**src/rtl/ifu_fetch_if.sv**
```systemverilog
// Instruction-memory fetch bus between ifu_fetch (master) and the memory (slave).
// req is held high until ack; addr is stable for the whole request.
interface ifu_fetch_if;
   logic        req;
   logic [31:0] addr;
   logic        ack;
   logic [31:0] rdata;

   modport master (output req, output addr, input ack, input rdata);
   modport slave  (input req, input addr, output ack, output rdata);
endinterface

```
**src/rtl/ifu_fetch.sv**
```systemverilog
// Instruction fetch unit: holds PC and IR, fetches over a req/ack handshake,
// waits in EXEC for the retire strobe (pc_wr), then loads the next PC.
// Optional feature macro: IFU_JR_EN (npc_op=11 selects the jr target rs_data;
// when undefined, npc_op=11 falls back to pc+4).
module ifu_fetch #(
   parameter logic [31:0] RESET_PC = 32'h0000_3000
) (
   input  logic        clk,
   input  logic        rst,
   input  logic [1:0]  npc_op,
   input  logic        pc_wr,
   input  logic [31:0] rs_data,
   ifu_fetch_if.master imem,
   output logic [31:0] instr,
   output logic        instr_valid,
   output logic [31:0] pc,
   output logic [31:0] pc_plus4
);

   typedef enum logic [1:0] {
      IDLE  = 2'd0,
      FETCH = 2'd1,
      EXEC  = 2'd2
   } state_t;

   state_t      state;
   logic        req;
   logic [31:0] npc;
   logic [31:0] br_off;

   assign imem.req  = req;
   assign imem.addr = pc;
   assign pc_plus4  = pc + 32'd4;
   assign br_off    = {{14{instr[15]}}, instr[15:0], 2'b00};

`ifdef IFU_JR_EN
   logic unused_rs;
   assign unused_rs = ^rs_data[1:0];
`else
   logic unused_rs;
   assign unused_rs = ^rs_data;
`endif

   // Next-PC select; only consumed in the cycle pc_wr is accepted in EXEC.
   always_comb begin
      npc = pc_plus4;
      case (npc_op)
         2'b01:   npc = pc_plus4 + br_off;
         2'b10:   npc = {pc_plus4[31:28], instr[25:0], 2'b00};
`ifdef IFU_JR_EN
         2'b11:   npc = {rs_data[31:2], 2'b00};
`else
         2'b11:   npc = pc_plus4;
`endif
         default: npc = pc_plus4;
      endcase
   end

   // Fetch FSM with registered req/IR/valid/PC; reset overrides any in-flight ack.
   always_ff @(posedge clk) begin
      if (rst) begin
         state       <= IDLE;
         pc          <= RESET_PC;
         instr       <= '0;
         instr_valid <= 1'b0;
         req         <= 1'b0;
      end else begin
         case (state)
            IDLE: begin
               state <= FETCH;
               req   <= 1'b1;
            end
            FETCH: begin
               if (imem.ack) begin
                  instr       <= imem.rdata;
                  instr_valid <= 1'b1;
                  req         <= 1'b0;
                  state       <= EXEC;
               end
            end
            EXEC: begin
               if (pc_wr) begin
                  pc          <= npc;
                  instr_valid <= 1'b0;
                  req         <= 1'b1;
                  state       <= FETCH;
               end
            end
            default: begin
               state <= IDLE;
               req   <= 1'b0;
            end
         endcase
      end
   end

endmodule
```
**src/flat_wrapper.sv**
```systemverilog
// flat-port wrapper written by rule: the top's interface ports become plain ports
module ifu_fetch_flat 
#(
   parameter logic [31:0] RESET_PC = 32'h0000_3000
)
  (clk, rst, npc_op, pc_wr, rs_data, instr, instr_valid, pc, pc_plus4, imem_req, imem_addr, imem_ack, imem_rdata);
  ifu_fetch_if imem_i ();
  input  logic clk;
  input  logic rst;
  input  logic [1:0] npc_op;
  input  logic pc_wr;
  input  logic [31:0] rs_data;
  output logic [31:0] instr;
  output logic instr_valid;
  output logic [31:0] pc;
  output logic [31:0] pc_plus4;
  output wire logic [$bits(imem_i.req)-1:0] imem_req;
  output wire logic [$bits(imem_i.addr)-1:0] imem_addr;
  input wire logic [$bits(imem_i.ack)-1:0] imem_ack;
  input wire logic [$bits(imem_i.rdata)-1:0] imem_rdata;
  assign imem_req = imem_i.req;
  assign imem_addr = imem_i.addr;
  assign imem_i.ack = imem_ack;
  assign imem_i.rdata = imem_rdata;
  ifu_fetch #(.RESET_PC(RESET_PC)) u_core (.clk(clk), .rst(rst), .npc_op(npc_op), .pc_wr(pc_wr), .rs_data(rs_data), .imem(imem_i), .instr(instr), .instr_valid(instr_valid), .pc(pc), .pc_plus4(pc_plus4));
endmodule
```
**config.mk**
```make
export PLATFORM = sky130hd
export DESIGN_NAME = ifu_fetch_flat
export DESIGN_NICKNAME = d
export VERILOG_FILES = /design/src/rtl/ifu_fetch_if.sv /design/src/rtl/ifu_fetch.sv /design/src/flat_wrapper.sv
export SDC_FILE = /design/constraint.sdc
export NUM_CORES = 1
export LEC_CHECK = 0
export ABC_AREA = 1
export ABC_CLOCK_PERIOD_IN_PS = 3760
export CAP_MARGIN = 20
export CORE_MARGIN = 2
export CORE_UTILIZATION = 48
export DETAILED_ROUTE_END_ITERATION = 6
export GPL_TIMING_DRIVEN = 0
export PLACE_DENSITY = 0.85
export SLEW_MARGIN = 20
export SYNTH_ARGS = -nofsm -noshare
export SYNTH_HDL_FRONTEND = slang
export SYNTH_SLANG_ARGS = --single-unit
```
**constraint.sdc**
```tcl
create_clock -name clk -period 3.76 [get_ports clk]
set_input_delay 0.94 -clock clk [delete_from_list [all_inputs] [get_ports clk]]
set_output_delay 0.94 -clock clk [all_outputs]
set_load 0.01 [all_outputs]
```
### After elaboration in Yosys (flattened, before gate mapping)

Index checks and enable logic that the tools add are counted.

| word-level totals | value |
|---|---|
| bits in registers | 68 |
| bits of input ports | 70 |

| cells by class | value |
|---|---|
| add/subtract/negate cells | 2 |
| equality and inequality tests | 6 |
| mux-type cells | 10 |
| reduce and logical (&&, ||, !) cells | 6 |

Operators with widths:

| cell | count |
|---|---|
| 32-bit case mux with 2 select lines | 1 |
| 32-bit by 3-bit adder with 32-bit output, second input constant | 1 |
| 32-bit adder | 1 |
| 2-bit case mux with 3 select lines | 1 |
| 2-bit AND reduction | 3 |
| 2-bit by 1-bit == test with 1-bit output, second input constant | 2 |
| 2-bit == test, second input constant | 2 |
| 1-bit two-way mux | 4 |
| 2-bit two-way mux | 2 |
| 2-bit != test, second input constant | 2 |
| 1-bit case mux with 3 select lines | 1 |
| 3-bit AND reduction | 1 |
| 2-bit zero test | 1 |
| 1-bit case mux with 2 select lines | 1 |
| 2-bit nonzero test | 1 |

### Logic depth before layout (Yosys ltp)

Gate-level depths: netlist of the first run.

| depth | value |
|---|---|
| word-level depth | 3 |
| depth in mapped cells | 23 |
| mapped depth without buffers | 23 |

### Least setup slack after synthesis of the first run

Ideal clock, no wire load.

| path | value |
|---|---|
| kind | reg2reg |
| start | register u_core.pc[2] (netlist: u_core.imem.addr[2]) |
| end | register u_core.pc[27] (netlist: u_core.imem.addr[27]) |
| arrival | 2.738 ns |
| slack | 0.889 ns |
| cell stages (with the launch flop) | 22 |
| buffers on the path | 0 |
| clock period less this slack | 2.871 ns |
| path through | dfxtp_1 > ha_1 > inv_1 > nor2_2 > nand2_1 > nor2_1 > nand2_1 > nor2_1 > xor2_1 > inv_1 > ha_1 > nand2_1 > nor2_1 > inv_1 > nor3_1 > nand2_1 > nand3_1 > nand2_1 > nand3_1 > nand2_1 > nand2_1 > a21oi_1 |

| between the ends | value |
|---|---|
| longest elaborated chain between the ends | 3 |

Ends and longest elaborated chain:

| item | line | text |
|---|---|---|
| start, declared | ifu_fetch.sv:16 | `output logic [31:0] pc,` |
| start signal, assigned | ifu_fetch.sv:83 | `pc <= npc;` |
| 32-bit by 3-bit adder with 32-bit output | ifu_fetch.sv:33 | `assign pc_plus4 = pc + 32'd4;` |
| named net pc_plus4[22] | flat_wrapper.sv:16 | `output logic [31:0] pc_plus4;` |
| 32-bit adder | ifu_fetch.sv:48 | `2'b01: npc = pc_plus4 + br_off;` |
| 32-bit case mux with 2 select lines | ifu_fetch.sv:47 | `case (npc_op)` |

The timed path passes the listed nets, and every way through them passes these cells.
A chain may end at the register's enable or synchronous reset.

### Final worst setup path of the first run

| path | value |
|---|---|
| start | register u_core.pc[11] (netlist: u_core.imem.addr[11]) |
| end | output pc_plus4[12] |

| between the ends | value |
|---|---|
| longest elaborated chain between the ends | 1 |

Ends and longest elaborated chain:

| item | line |
|---|---|
| 32-bit by 3-bit adder with 32-bit output | ifu_fetch.sv:33 |
| end, declared | flat_wrapper.sv:16 |

Every way passes these cells.

==> results of run 1 <==
[worst register-to-register path: stages, from the launching register on]
cell      delay (ns)
dfxtp_1         0.49
nand2_1         0.18
nor2_1          0.24
and3_1          0.34
xor2_1          0.23
inv_1           0.14
ha_1            0.39
nand2_1         0.19
nor2_2          0.19
inv_1           0.07
nor2_2          0.19
nand3b_1        0.13
nand3_1         0.10
nand2_1         0.05
nand3_1         0.15
nand2_1         0.12
nand2_1         0.10
a21oi_1         0.06
[how the worst min path moves through the flow]
stage	startpoint	endpoint	depth (start not counted)
2_1_floorplan	u_core.instr[28]	u_core.instr[28]	2
3_3_place_gp	u_core.instr[27]	u_core.instr[27]	2
3_5_place_dp	u_core.instr[28]	u_core.instr[28]	2
4_1_cts	u_core.instr[28]	u_core.instr[28]	2
5_1_grt	u_core.instr[26]	u_core.instr[26]	2
6_report	u_core.instr[28]	u_core.instr[28]	2
[cell families (layout without fill, tap and decap cells)]
logic type                 count (synthesis)  count (layout)  share of synthesized area
and+or+nand+nor                          489             489                      0.335
buffers and inverters                    247             424                      0.171
AOI/OAI and AO/OA                        204             204                      0.175
DFF                                       65              65                      0.209
adders and majority gates                 38              38                     0.0776
xor gates and xnor gates                  21              21                     0.0308
other                                      1               6                   0.000603
[flip-flops by register name, indices dropped and copies added, names as in the netlist]
register / count
u_core.imem.req: 1
u_core.instr_valid: 1
u_core.state: 1
u_core.imem.addr: 30
u_core.instr: 32
[power groups by stage]
stage          combinational, uW  sequential [uW]  clock (uW)
3_5_place_dp                 483              781           0
5_1_grt                      539              772         912
4_1_cts                      487              767         885
2_1_floorplan                252              786           0
3_3_place_gp                 478              781           0
6_report                     494              769         891
[cell usage after synthesis (5+ instances only)]
cell | number | area (sq um)
nand3_1 | 65 | 325
xor2_1 | 18 | 158
o21bai_1 | 5 | 37.5
nor2_2 | 6 | 37.5
nor3_1 | 9 | 45.0
clkbuf_1 | 26 | 97.6
o211ai_1 | 8 | 60.1
o21ai_0 | 68 | 340
dfxtp_1 | 65 | 1300
ha_1 | 37 | 463
nand2_2 | 6 | 37.5
a21oi_1 | 112 | 561
or2_2 | 7 | 43.8
nand2_1 | 296 | 1110
buf_4 | 36 | 270
inv_1 | 176 | 661
nand3b_1 | 6 | 45.0
nor3_2 | 5 | 50.1
nand4_1 | 11 | 68.8
nor2_1 | 70 | 263
[routing by layer]
| metal | track usage | vias to the layer above | share of wire |
|---|---|---|---|
| met5 | 0 | - | 0 |
| met4 | 0.173 | 0 | 0.049 |
| met3 | 0.0489 | 69 | 0.091 |
| met2 | 0.511 | 401 | 0.43 |
| met1 | 0.434 | 3338 | 0.43 |
| li1 | - | 3691 | - |
[metrics by stage]
| stage | total power, uW | cells | hold WS [ns] |
|---|---|---|---|
| detailed placement | 1260 | 1403 | 0.437 |
| global placement | 1260 | 1403 | 0.432 |
| CTS | 2140 | 1419 | 0.446 |
| finish | 2150 | 1419 | 0.447 |
| global route | 2220 | 1419 | 0.469 |
| floorplan | 1040 | 1070 | 0.467 |
[final cells by class]
class	instances	area (sq um)
tap	172	215
buffer	65	383
multi-input combinational	758	3890
fill	1216	4230
clock buffer	9	225
clock inverter	7	77.6
timing repair buffer	161	1610
inverter	182	683
sequential	65	1310
[what timing repair did]
action | in CTS | in global routing
gates resized for setup | 1 | 7
endpoints found under the setup margin | 1 | 10
setup buffers | 0 | 0
==> impl_metrics.yaml, run 1 <==
critical_path:
  worst-path-buf-inv: 1
  regToRegSetupSlack_ns: 0.27
  reg2reg_from: "u_core.imem.addr[11]"
  path_max_fanout: 6
  cp_top_family: "simple AND/OR/NAND/NOR gates"
  cp.depth: 5
  cp-end-kind: "output pin"
  rr_worst_depth: 17
  cp.required_ns: 2.82
  critical_path.slowest_cell: "clkdlybuf4s50_1"
  crit_chain: "nand2_1, nor2_1, nand3_1, xor2_1, clkdlybuf4s50_1"
  critical_path_class: "flop to output pin"
  endpoint: "pc_plus4[12]"
  crit_path_start_kind: "flop"
  crit_path_max_incr_delay_ns: 0.64
  critPathArrivalTime_ns: 2.67
  r2r-end: "u_core.imem.addr[22]"
  crit_start: "u_core.imem.addr[11]"
drt:
  viasPerCell: 5.28
  drt_iter0_drc: 720
  drc_errors: 0
  wl_per_cell_um: 16.1
  drt_wl_total_um: 22800
  first_pass_iters: 5
  via_count: 7499
  detail-route-antenna-nets: 0
placement:
  post-place-ws_ns: 0.0703
  dp_hpwl_um: 18400
  post_dp_cell_area_sq_mm: 0.00807
  gp_congestion: 1.01
  io_buffers: 161
yosys:
  syn_avg_cell_area_sq_um: 5.84
  syn_area_sq_mm: 0.00622
  async_reset_ff_frac: 0
  syn_inst: 1065
  synth_edf_count: 0
  ys_seq_area_frac: 0.209
  ys.flop_type: "dfxtp_1"
  ys_warn_count: 0
  synth-seq-cells: 65
  synth_cell_types: 39
timing:
  setup_slack_ns: 0.150
  maxSlewHeadroom: 0.420
  setup_violations: 0
  fin_setup_tns_ns: 0
  max_freq_mhz: 277
  hold_viol: 0
  slew_viol_final: 0
  tightest_slew_ns: 0.868
  rsz0062_at_grt: "false"
  min_period_over_period: 0.960
  fin_crit_ns: 3.61
  clock_skew_ns: 0.00916
power_and_ir_drop:
  power_frac_seq: 0.357
  p_sw_frac: 0.321
  p_clk_frac: 0.414
  p_per_area_mw_per_mm2: 257
  p_switching_uw: 690
  irDropWorstVdd_mv: 0.277
  combPwrFrac: 0.229
  leakage_uw: 0.00392
  power.internal_uw: 1460
floorplan:
  dieArea_sq_mm: 0.0139
  die_h_um: 118
  initial_core_util: 0.493
  io_pins: 200
  fp-row-count: 41
  die_x_um: 118
  core-area_sq_mm: 0.0126
layout:
  finish.utilization: 0.665
  antenna-diode-count: 0
  mostFrequentLayoutCell: "nand2_1"
  nNetsFinal: 1350
  area_growth_pct: 34.9
  most-common-layout-cells: "nand2_1 (295), inv_1 (175), clkdlybuf4s50_1 (161)"
  stdcell_area_sq_mm: 0.00839
  drive_gt1_frac: 0.0770
clock_network:
  h-tree-depth: 3
  clkTransAtPathRegs_ns: 0.07
  tritoncts: "done"
  clk_latency_ns: 0.35
  root_buffer: "clkbuf_16"
  cts_num_sinks: 65
  hold_buffers: 0
  numCtsBuffers: 9
  cts_buffer_depth: 2
global_route:
  grt.overflow.total: 0
  antenna_found_initial: 0
  grt_pass1_wl_um: 36000
  grt_pass1_vias: 6917
  grt_usage: 0.327
  grt_max_degree: 21
status:
  status: "complete, no violations"
job:
  cap_violations: 0
worst_hold_path:
  hp-class: "flop to flop"
No activity file was read; power rests on OpenSTA's default activity.
==> run 2, diff against run 1 <==
- CORE_ASPECT_RATIO: not set -> 2
- SKIP_CTS_REPAIR_TIMING: not set -> 1
==> run 2 against run 1 <==
Compared with the run above: the run now ends with design-rule violations left; non-clock buffer count unchanged; die area increased by 0.40%; routed wire length rose by 7.0%; critical endpoint unchanged; combinational power up 0.8%; largest power group unchanged; hold slack worse by 0.00077 ns; via count rose by 0.89%; sequential power is 0.7% higher; global-route usage grew 1.9 points.
==> impl_metrics.yaml, run 2 (same netlist as run 1, synthesis figures left out) <==
global_route:
  grt_pass1_wl_um: 37200
  grt.met2_usage: 0.623
  grt_pass1_vias: 7284
  use_met3: 0.0290
  grt_max_degree: 21
  grtUsageMet1: 0.352
  grt_usage: 0.346
  antenna_found_initial: 1
  grt.overflow.total: 0
  grt.busiest_layer: "met2"
clock_network:
  clkTransAtPathRegs_ns: 0.06
  tritoncts: "done"
  h-tree-depth: 3
  numCtsBuffers: 9
  cts_num_sinks: 65
  cts_buffer_depth: 2
  root_buffer: "clkbuf_16"
  clk_latency_ns: 0.34
floorplan:
  die_h_um: 165
  die_x_um: 84.5
  core-area_sq_mm: 0.0126
  initial_core_util: 0.493
  fp-row-count: 58
  dieArea_sq_mm: 0.0139
  io_pins: 200
layout:
  regMostFlops: "u_core.instr"
  mostFrequentLayoutCell: "nand2_1"
  area_growth_pct: 35.0
  largest_reg_flops: 32
  drive_gt1_frac: 0.0746
  finish.utilization: 0.665
  nNetsFinal: 1350
  stdcell_count: 1398
  most-common-layout-cells: "nand2_1 (296), inv_1 (176), clkdlybuf4s50_1 (161)"
timing:
  hold_viol: 0
  fin_setup_tns_ns: 0
  min_period_over_period: 0.992
  fin_crit_ns: 3.73
  tightest_slew_ns: 0.772
  setup_violations: 0
  maxSlewHeadroom: 0.485
  max_freq_mhz: 268
  slew_viol_final: 0
  rsz0062_at_grt: "false"
  clock_skew_ns: 0.00933
power_and_ir_drop:
  leakage_uw: 0.00394
  irDropWorstVdd_mv: 0.376
  p_per_area_mw_per_mm2: 269
drt:
  first_pass_iters: 7
  detail-route-antenna-nets: 0
  drc_errors: 4
  via_count: 7566
  viasPerCell: 5.41
  drt_iter0_drc: 498
  wl_per_cell_um: 17.5
  drt_wl_total_um: 24400
worst_hold_path:
  worstHoldPathCells: 2
  hp-class: "flop to flop"
  hold_path_startpoint: "u_core.instr[29]"
  worstHoldEndpoint: "u_core.instr[29]"
critical_path:
  crit_path_start_kind: "flop"
  critical_path_class: "flop to output pin"
  cp-end-kind: "output pin"
  rr_worst_depth: 20
  critPathArrivalTime_ns: 2.79
  path_max_fanout: 6
  regToRegSetupSlack_ns: 0.19
  reg2reg_from: "u_core.imem.addr[2]"
  cp.required_ns: 2.82
  r2r-end: "u_core.imem.addr[24]"
status:
  violations: "design-rule violations"
  status: "finished with violations"
placement:
  gp_congestion: 1.04
  dpl.cell_count: 1381
  io_buffers: 161
  dp_hpwl_um: 20000
job:
  cap_violations: 0
==> run 2: cell types whose count changed in the layout (fill, tap and decap cells not counted), sizes merged <==
cell | before | now
bufinv | 1 | 3
clkbuf | 35 | 36
clkinv | 5 | 2
clkinvlp | 1 | 2
diode | 0 | 1
inv | 182 | 181
==> run 2: final cells by class <==
class,instances,area [sq um]
diodes,1,2.50
multi-input cells,758,3880
inverters,182,683
repair buffers,161,1610
well taps,150,188
flip-flops and latches,65,1300
clock buffers,10,229
clock inverters,6,114
plain buffers,65,383
fillers,1163,4230
==> run 2: critical path, cell delays in order (launching register included) <==
cell and delay, ns:
dfxtp_1 0.53, nand2_1 0.18, nor2_1 0.24, nand3_1 0.25, xor2_1 0.58, clkdlybuf4s50_1 0.66
==> run 2: per-stage QoR <==
stage,power [uW],hold WS (ns),cell area [sq um],setup slack [ns]
CTS,2250,0.451,8380,-0.0857
global route,2330,0.473,8400,0.00200
finish,2260,0.446,8400,0.0307
detailed placement,1270,0.442,8040,0.0863
floorplan,1040,0.467,6240,0.889
global placement,1270,0.430,8040,0.0953
==> run 2: worst max-delay path by stage <==
stage | startpoint | endpoint | slack [ns]
2_1_floorplan | u_core.imem.addr[2] | u_core.imem.addr[27] | 0.89
3_5_place_dp | u_core.imem.addr[2] | u_core.imem.addr[24] | 0.09
3_3_place_gp | u_core.imem.addr[2] | u_core.imem.addr[24] | 0.1
6_report | u_core.imem.addr[11] | pc_plus4[12] | 0.03
4_1_cts | u_core.imem.addr[2] | pc_plus4[22] | -0.09
5_1_grt | u_core.imem.addr[2] | u_core.imem.addr[24] | 0.002
==> run 2: layer usage <==
metal  vias up  part of all wire  wire (um)
li1       3697                 -          -
met1      3393              0.35       8540
met2       349              0.51      12400
met3       127             0.043       1040
met4         0              0.10       2460
met5         -                 0          0
==> run 2: report_power, final <==
group	switching, uW	internal, uW
Clock	337	650
Combinational	278	220
Sequential	50.1	724
Total	665	1590
==> run 3, diff against run 2 <==
- SETUP_SLACK_MARGIN: not set -> 0.2
==> run 3 against run 2 <==
Compared with the run above: the run now ends clean; cell area grew 1.0%; hold slack is essentially flat; core utilization grew 0.67 points; die area is the same; via count grew 0.99%; global-route usage is the same; cell count is the same; routed wire length grew 0.42%.
==> impl_metrics.yaml, run 3 (same netlist as run 1, synthesis figures left out) <==
clock_network:
  root_buffer: "clkbuf_16"
  h-tree-depth: 3
  cts_buffer_depth: 2
  numCtsBuffers: 9
  clk_latency_ns: 0.34
  cts_num_sinks: 65
  clkTransAtPathRegs_ns: 0.06
  tritoncts: "done"
critical_path:
  r2r-end: "u_core.imem.addr[30]"
  crit_start: "u_core.imem.addr[10]"
  critical_path_class: "flop to output pin"
  cp.required_ns: 2.82
  rr_worst_depth: 15
  cp-end-kind: "output pin"
  crit_path_start_kind: "flop"
  endpoint: "pc_plus4[15]"
  critPathArrivalTime_ns: 2.59
  reg2reg_from: "u_core.imem.addr[10]"
  regToRegSetupSlack_ns: 0.35
  path_max_fanout: 6
global_route:
  grt_usage: 0.346
  grt_pass1_vias: 7284
  grt.overflow.total: 0
  antenna_found_initial: 1
  grt_max_degree: 21
  grt_pass1_wl_um: 37200
power_and_ir_drop:
  p_switching_uw: 667
  p_sw_frac: 0.295
  total_power_uw: 2260
  p_clk_frac: 0.437
  irDropWorstVdd_mv: 0.373
  leakage_uw: 0.00396
  power_frac_seq: 0.342
  power.internal_uw: 1600
  p_per_area_mw_per_mm2: 267
  combPwrFrac: 0.221
drt:
  via_count: 7641
  drc_errors: 0
  first_pass_iters: 5
  wl_per_cell_um: 17.5
  drt_iter0_drc: 508
  detail-route-antenna-nets: 0
  viasPerCell: 5.47
  drt_wl_total_um: 24500
floorplan:
  io_pins: 200
  die_h_um: 165
  initial_core_util: 0.493
  dieArea_sq_mm: 0.0139
  core-area_sq_mm: 0.0126
  fp-row-count: 58
  die_x_um: 84.5
timing:
  clock_skew_ns: 0.00879
  fin_setup_tns_ns: 0
  setup_violations: 0
  max_freq_mhz: 283
  fin_hold_ws_ns: 0.446
  maxSlewHeadroom: 0.416
  tightest_slew_ns: 0.875
  rsz0062_at_grt: "true"
  min_period_over_period: 0.939
  slew_viol_final: 0
  fin_crit_ns: 3.53
  hold_viol: 0
layout:
  regMostFlops: "u_core.instr"
  most-common-layout-cells: "nand2_1 (295), inv_1 (176), clkdlybuf4s50_1 (160)"
  drive_gt1_frac: 0.0906
  largest_reg_flops: 32
  mostFrequentLayoutCell: "nand2_1"
  nNetsFinal: 1350
  area_growth_pct: 36.3
job:
  cap_violations: 0
worst_hold_path:
  hp-class: "flop to flop"
status:
  status: "complete, no violations"
placement:
  dp_hpwl_um: 20000
  io_buffers: 161
  gp_congestion: 1.04
-- run 3: worst min-delay path by stage --
stage,slack (ns),start,cells after the start,end
5_1_grt,0.47,u_core.instr[29],2,u_core.instr[29]
3_3_place_gp,0.43,u_core.instr[28],2,u_core.instr[28]
4_1_cts,0.45,u_core.instr[27],2,u_core.instr[27]
6_report,0.45,u_core.instr[29],2,u_core.instr[29]
3_5_place_dp,0.44,u_core.instr[27],2,u_core.instr[27]
2_1_floorplan,0.47,u_core.instr[28],2,u_core.instr[28]
-- run 3: power by group through the flow --
stage	Sequential, uW	Clock [uW]	Combinational [uW]
2_1_floorplan	786	0	252
5_1_grt	777	1010	545
6_report	775	988	500
4_1_cts	772	982	492
3_3_place_gp	785	0	481
3_5_place_dp	786	0	489
-- run 3: metal layers --
metal / global-route usage / vias to the layer above / wire (um)
met2: 0.623 / 407 / 12400
met5: 0 / - / 0
met4: 0.300 / 0 / 2510
li1: - / 3689 / -
met1: 0.352 / 3410 / 8300
met3: 0.0290 / 135 / 1350
-- run 3: final cells by class --
class / count / area [sq um]
fill: 1140 / 4150
timing repair buffer: 161 / 1610
multi-input combinational: 758 / 3960
buffer: 65 / 383
tap: 150 / 188
clock inverter: 6 / 114
inverter: 182 / 683
clock buffer: 10 / 229
sequential: 65 / 1310
antenna: 1 / 2.50
-- run 3: critical path, stage by stage, from the launching register on --
cell and delay [ns]:
dfxtp_1 0.48, nand2_1 0.18, nor3_2 0.20, nand2_1 0.15
nor2_4 0.16, xor2_1 0.44, clkdlybuf4s50_1 0.64
-- run 3: metrics by stage --
step           instance area, sq um   util  setup slack [ns]  std cells
6_report                       8480  0.672             0.229       1398
5_1_grt                        8480  0.672             0.176       1398
4_1_cts                        8380  0.664           -0.0857       1397
3_5_place_dp                   8040  0.637            0.0863       1381
3_3_place_gp                   8040  0.637            0.0953       1381
2_1_floorplan                  6240      -             0.889       1070
